**config.mk**
```make
export PLATFORM = sky130hd
export DESIGN_NAME = bcd2binary_seq
export DESIGN_NICKNAME = d
export VERILOG_FILES = /design/src/rtl/bcd_pkg.sv /design/src/rtl/bcd_digit_sub3.sv /design/src/rtl/bcd2binary_seq.sv
export SDC_FILE = /design/constraint.sdc
export NUM_CORES = 1
export LEC_CHECK = 0
export CAP_MARGIN = 0
export CORE_MARGIN = 5
export CORE_UTILIZATION = 40
export CTS_BUF_LIST = sky130_fd_sc_hd__clkbuf_8 sky130_fd_sc_hd__clkbuf_16
export CTS_CLUSTER_DIAMETER = 80
export DETAILED_ROUTE_END_ITERATION = 16
export PLACE_DENSITY = 0.69
export RECOVER_POWER = 25
export SYNTH_ARGS = -nofsm -noshare
export SYNTH_HDL_FRONTEND = slang
export SYNTH_HIERARCHICAL = 1
export SYNTH_SLANG_ARGS = --single-unit
```
**constraint.sdc**
```tcl
create_clock -name clk -period 3.8 [get_ports clk]
set_clock_uncertainty 0.2 [all_clocks]
set_input_delay 0.57 -clock clk [delete_from_list [all_inputs] [get_ports clk]]
set_output_delay 0.57 -clock clk [all_outputs]
set_load 0.005 [all_outputs]
```
**src/rtl/bcd_pkg.sv**
```systemverilog
// bcd_pkg: shared types and constants for the BCD-to-binary converter
package bcd_pkg;
  typedef enum logic [1:0] {IDLE, SHIFT, DONE} b2b_state_t;
  localparam int DIGIT_W = 4;
  localparam logic [3:0] ADJ_THRESH = 4'd8;
  localparam logic [3:0] ADJ_SUB = 4'd3;
  function automatic int clog2(input int v);
    int r = 0;
    while ((1 << r) < v) r++;
    return r;
  endfunction
endpackage

```
**src/rtl/bcd_digit_sub3.sv**
```systemverilog
// bcd_digit_sub3: one BCD digit correction step, subtract 3 when the digit is 8 or more
module bcd_digit_sub3
  import bcd_pkg::*;
(
  input  logic [DIGIT_W-1:0] d,
  output logic [DIGIT_W-1:0] q
);
  assign q = (d >= ADJ_THRESH) ? d - ADJ_SUB : d;
endmodule

```
**src/rtl/bcd2binary_seq.sv**
```systemverilog
// bcd2binary_seq: iterative reverse double-dabble BCD-to-binary converter; digit range check enabled by BCD2BIN_ERR_CHECK_EN
module bcd2binary_seq
  import bcd_pkg::*;
#(
  parameter int NUM_DIGITS = 3,
  parameter int BIN_W = 10
) (
  input  logic                          clk,
  input  logic                          rst_n,
  input  logic                          in_valid,
  output logic                          in_ready,
  input  logic [DIGIT_W*NUM_DIGITS-1:0] bcd_in,
  output logic                          out_valid,
  input  logic                          out_ready,
  output logic [BIN_W-1:0]              out_bin,
  output logic                          out_err
);
  localparam int BCD_W = DIGIT_W * NUM_DIGITS;
  localparam int SR_W = BCD_W + BIN_W;
  localparam int CW = clog2(BIN_W + 1);
  b2b_state_t state;
  logic [CW-1:0] cnt;
  logic [SR_W-1:0] sr, shifted, nxt;
  logic accept, last;
  assign accept = in_valid && in_ready;
  assign last = cnt == CW'(BIN_W - 1);
  assign shifted = sr >> 1;
  assign nxt[BIN_W-1:0] = shifted[BIN_W-1:0];
  for (genvar g = 0; g < NUM_DIGITS; g++) begin : g_dig
    bcd_digit_sub3 u_sub3 (
      .d(shifted[BIN_W+DIGIT_W*g +: DIGIT_W]),
      .q(nxt[BIN_W+DIGIT_W*g +: DIGIT_W])
    );
  end
`ifdef BCD2BIN_ERR_CHECK_EN
  logic err, err_in;
  // any digit above 9 marks the incoming value as malformed
  always_comb begin
    err_in = 1'b0;
    for (int i = 0; i < NUM_DIGITS; i++) err_in = err_in | (bcd_in[DIGIT_W*i +: DIGIT_W] > 4'd9);
  end
  // latch the error on accept and present it alongside the result
  always_ff @(posedge clk or negedge rst_n)
    if (!rst_n) begin
      err <= 1'b0;
      out_err <= 1'b0;
    end else if (state == IDLE && accept) err <= err_in;
    else if (state == SHIFT && last) out_err <= err;
    else if (state == DONE && out_ready) out_err <= 1'b0;
`else
  assign out_err = 1'b0;
`endif
  // conversion FSM: load, shift-and-adjust BIN_W times, hold result until taken
  always_ff @(posedge clk or negedge rst_n)
    if (!rst_n) begin
      state <= IDLE;
      in_ready <= 1'b0;
      out_valid <= 1'b0;
      out_bin <= '0;
      sr <= '0;
      cnt <= '0;
    end else begin
      case (state)
        IDLE:
          if (accept) begin
            sr <= {bcd_in, {BIN_W{1'b0}}};
            cnt <= '0;
            in_ready <= 1'b0;
            state <= SHIFT;
          end else in_ready <= 1'b1;
        SHIFT: begin
          sr <= nxt;
          cnt <= cnt + 1'b1;
          if (last) begin
            out_bin <= nxt[BIN_W-1:0];
            out_valid <= 1'b1;
            state <= DONE;
          end
        end
        DONE:
          if (out_ready) begin
            out_valid <= 1'b0;
            in_ready <= 1'b1;
            state <= IDLE;
          end
        default: state <= IDLE;
      endcase
    end
endmodule

```
==> key figures <==
Synthesis
  – Area leader, netlist: dfrtp_1
  – Yosys reg bits: 39
  – Largest cells by area after synthesis: dfrtp_1 51%, o21ai_0 7.1%, mux2i_1 6.3%
  – Async set-reset flop share out of synthesis: 100.0%
  – Main synth FF type: dfrtp_1
  – Yosys warning count: 6
  – Mapped Avg Cell Area: 11.31 µm²
  – Share of Yosys cell area claimed by the top area cell type: 51.38%
  – Mapped cell area: 0.001899 mm²
  – Post-Synthesis Cells: 168
  – Post-synthesis sequential area ratio: 51.38%
  – Distinct cells, synth: 29
  – Post-synth EDFFs: 0

Worst setup path
  – Max incr delay on CP: 630 ps
  – Top delay family on crit path: flip-flops
  – Crit path DAT: 2170 ps
  – CP Class: register to register
  – Setup crit end kind: register
  – Crit-path cells: nor2b_2, buf_4, mux2i_1, o21ai_0
  – Critical-path top delay cell: dfrtp_1
  – Startpoint Class: register
  – WP buf/inv: 1
  – Critical-path maximum fanout: 22
  – CP required: 3730 ps

Route
  – DRC violations left: 0
  – Initial DRC count: 87
  – Final wirelength: 3.547 mm
  – Drt first pass iters: 4
  – Via density: 5.178
  – DR vias: 1310
  – Routed length per instance: 14.02 µm
  – Final ANT Viol Nets: 0

Clocking
  – CTS tree: built
  – H-tree levels: 2
  – CTS sink count: 39
  – Max Buffers Root-to-Sink: 2
  – Clock Tree Root: clkbuf_8
  – Total CTS buffers: 5
  – Clock-pin slew on the worst setup and hold paths: 70 ps
  – Hold_buf cts: 0
  – Clk_lat worst skew: 280 ps
  – # resized after CTS: 0
  – # Post-CTS Setup Buffers: 0

Placed design
  – # port buffers: 27
  – HPWL Detailed: 2.383 mm
  – Placer's final routability congestion estimate: 0.7972

Global routing
  – Vias in the first global route: 1316
  – Maximum number of pins on one net before global-route repair: 40
  – First-pass GRT wire length: 6.230 mm
  – GRT Total Usage: 12.79%
  – Grt ovf: 0
  – Initial antenna violation count: 0

Floorplanning
  – Die height: 78.91 µm
  – Row cnt: 25
  – Die footprint: 0.006226 mm²
  – Die X-Extent: 78.91 µm
  – # IOs: 29
  – Core area: 0.004661 mm²
  – Starting Density: 40.75%

Cells and area
  – Share of cells above drive strength 1: 11.56%
  – Most common cell after layout, fill and taps aside: dfrtp_1
  – Most frequent cells in the layout: 39 x dfrtp_1, 27 x o21ai_0, 26 x clkdlybuf4s50_1
  – Layout net count: 222
  – Syn-to-layout area delta: 23.06%
  – # diodes: 0

STA
  – Normalized max-slew margin: -34.28%
  – RSZ-0062 raised after global routing: no
  – Final setup TNS: 0 ps
  – Period minus WS final: 2239 ps
  – Hold_ws: 284.3 ps
  – Final setup viols: 0
  – Max frequency: 446.6 MHz
  – Tcrit/Tclk final: 58.92%
  – Slew Limit Fails: 40
  – Final hold violations: 0
  – Worst slew pin tran: 2014 ps

Run status
  – Status: finished with violations
  – Failing checks: capacitance limit, slew limit

Power and ir drop
  – Leak: 1.099 nW
  – Power Density: 812.7 mW/mm²
  – Worst vdd ir: 0.3115 mV

Run
  – Max-cap violation count: 1

Worst hold path
  – Worst Hold Class: register to register
==> where the power goes <==
group          total (mW)  internal [mW]  switching, mW  leakage [nW]
clock network       0.397          0.260          0.137        0.0695
logic               0.720          0.402          0.318         0.546
registers           0.782          0.602          0.180         0.484
total                1.90           1.26          0.635          1.10
==> metal layers <==
layer / wire length (µm) / GRT usage, % / up-vias
met5: 0 / 0 / -
met4: 57 / 4.124 / 0
met1: 1638 / 16.07 / 642
met2: 1698 / 21.39 / 19
li1: - / - / 644
met3: 153 / 3.515 / 5
==> per-stage QoR <==
step	cell area (µm²)	std cells	setup slack [ps]	power, mW	utilization [%]
2_1_floorplan	1918	173	2111	1.270	-
3_3_place_gp	2206	245	1324	1.495	47.33
3_5_place_dp	2206	245	1252	1.525	47.33
4_1_cts	2338	253	1541	1.926	50.17
5_1_grt	2337	253	1097	2.072	50.15
6_report	2337	253	1561	1.899	50.15
==> final timing paths <==
check,startpoint,endpoint,slack (ps),cells past startpoint
setup / recovery,state[1],sr[10],1560,4
setup reg to reg,state[1],sr[10],1560,4
max in group asynchronous,rst_n,sr[17],1600,1
min in group asynchronous,rst_n,out_bin[0],660,1
hold / removal,out_valid,out_valid,280,1
hold reg to reg,out_valid,out_valid,280,1
==> synth_stat cells (3+ instances only) <==
cell / n
xnor2_1: 4
clkbuf_1: 3
a22o_1: 10
inv_1: 9
mux2_2: 10
nor2b_1: 4
o21ai_0: 27
mux2i_1: 12
a21oi_1: 8
nor2_1: 3
ha_1: 8
dfrtp_1: 39
nand2b_1: 3
buf_2: 5
nand2_1: 5
xor2_1: 3
==> state kept, by name (all words and copies together), names as in the netlist <==
signal     count
sr            21
out_bin       10
cnt            4
state          2
in_ready       1
out_valid      1
==> worst register-to-register path: cells and delay by family, from the launching register on <==
| family | cells | cell delay (ps) |
|---|---|---|
| compound gates | 1 | 90 |
| mux | 1 | 250 |
| flops | 1 | 630 |
| buf+inv | 1 | 350 |
| simple gates | 1 | 560 |
==> cell families (layout without fill, tap and decap cells) <==
logic type | count (synthesis) | in the layout | synth area share [%]
DFF | 39 | 39 | 51.38
and+or+nand+nor | 20 | 20 | 6.259
muxes | 22 | 22 | 12.25
other | 1 | 6 | 0.1974
xor gates and xnor gates | 7 | 7 | 3.228
adders and majority gates | 8 | 8 | 5.270
AOI/OAI and AO/OA | 50 | 50 | 16.14
buffers and inverters | 21 | 47 | 5.269
==> final cells by class <==
type,count,area [µm²]
Fill cell,431,2323
Sequential cell,39,975.9
Multi-Input combinational cell,113,844.6
Timing Repair Buffer,29,279.0
Clock buffer,5,68.82
Tap cell,54,67.56
Clock inverter,3,63.81
Inverter,10,37.54
(Power assumes the default switching activity.)
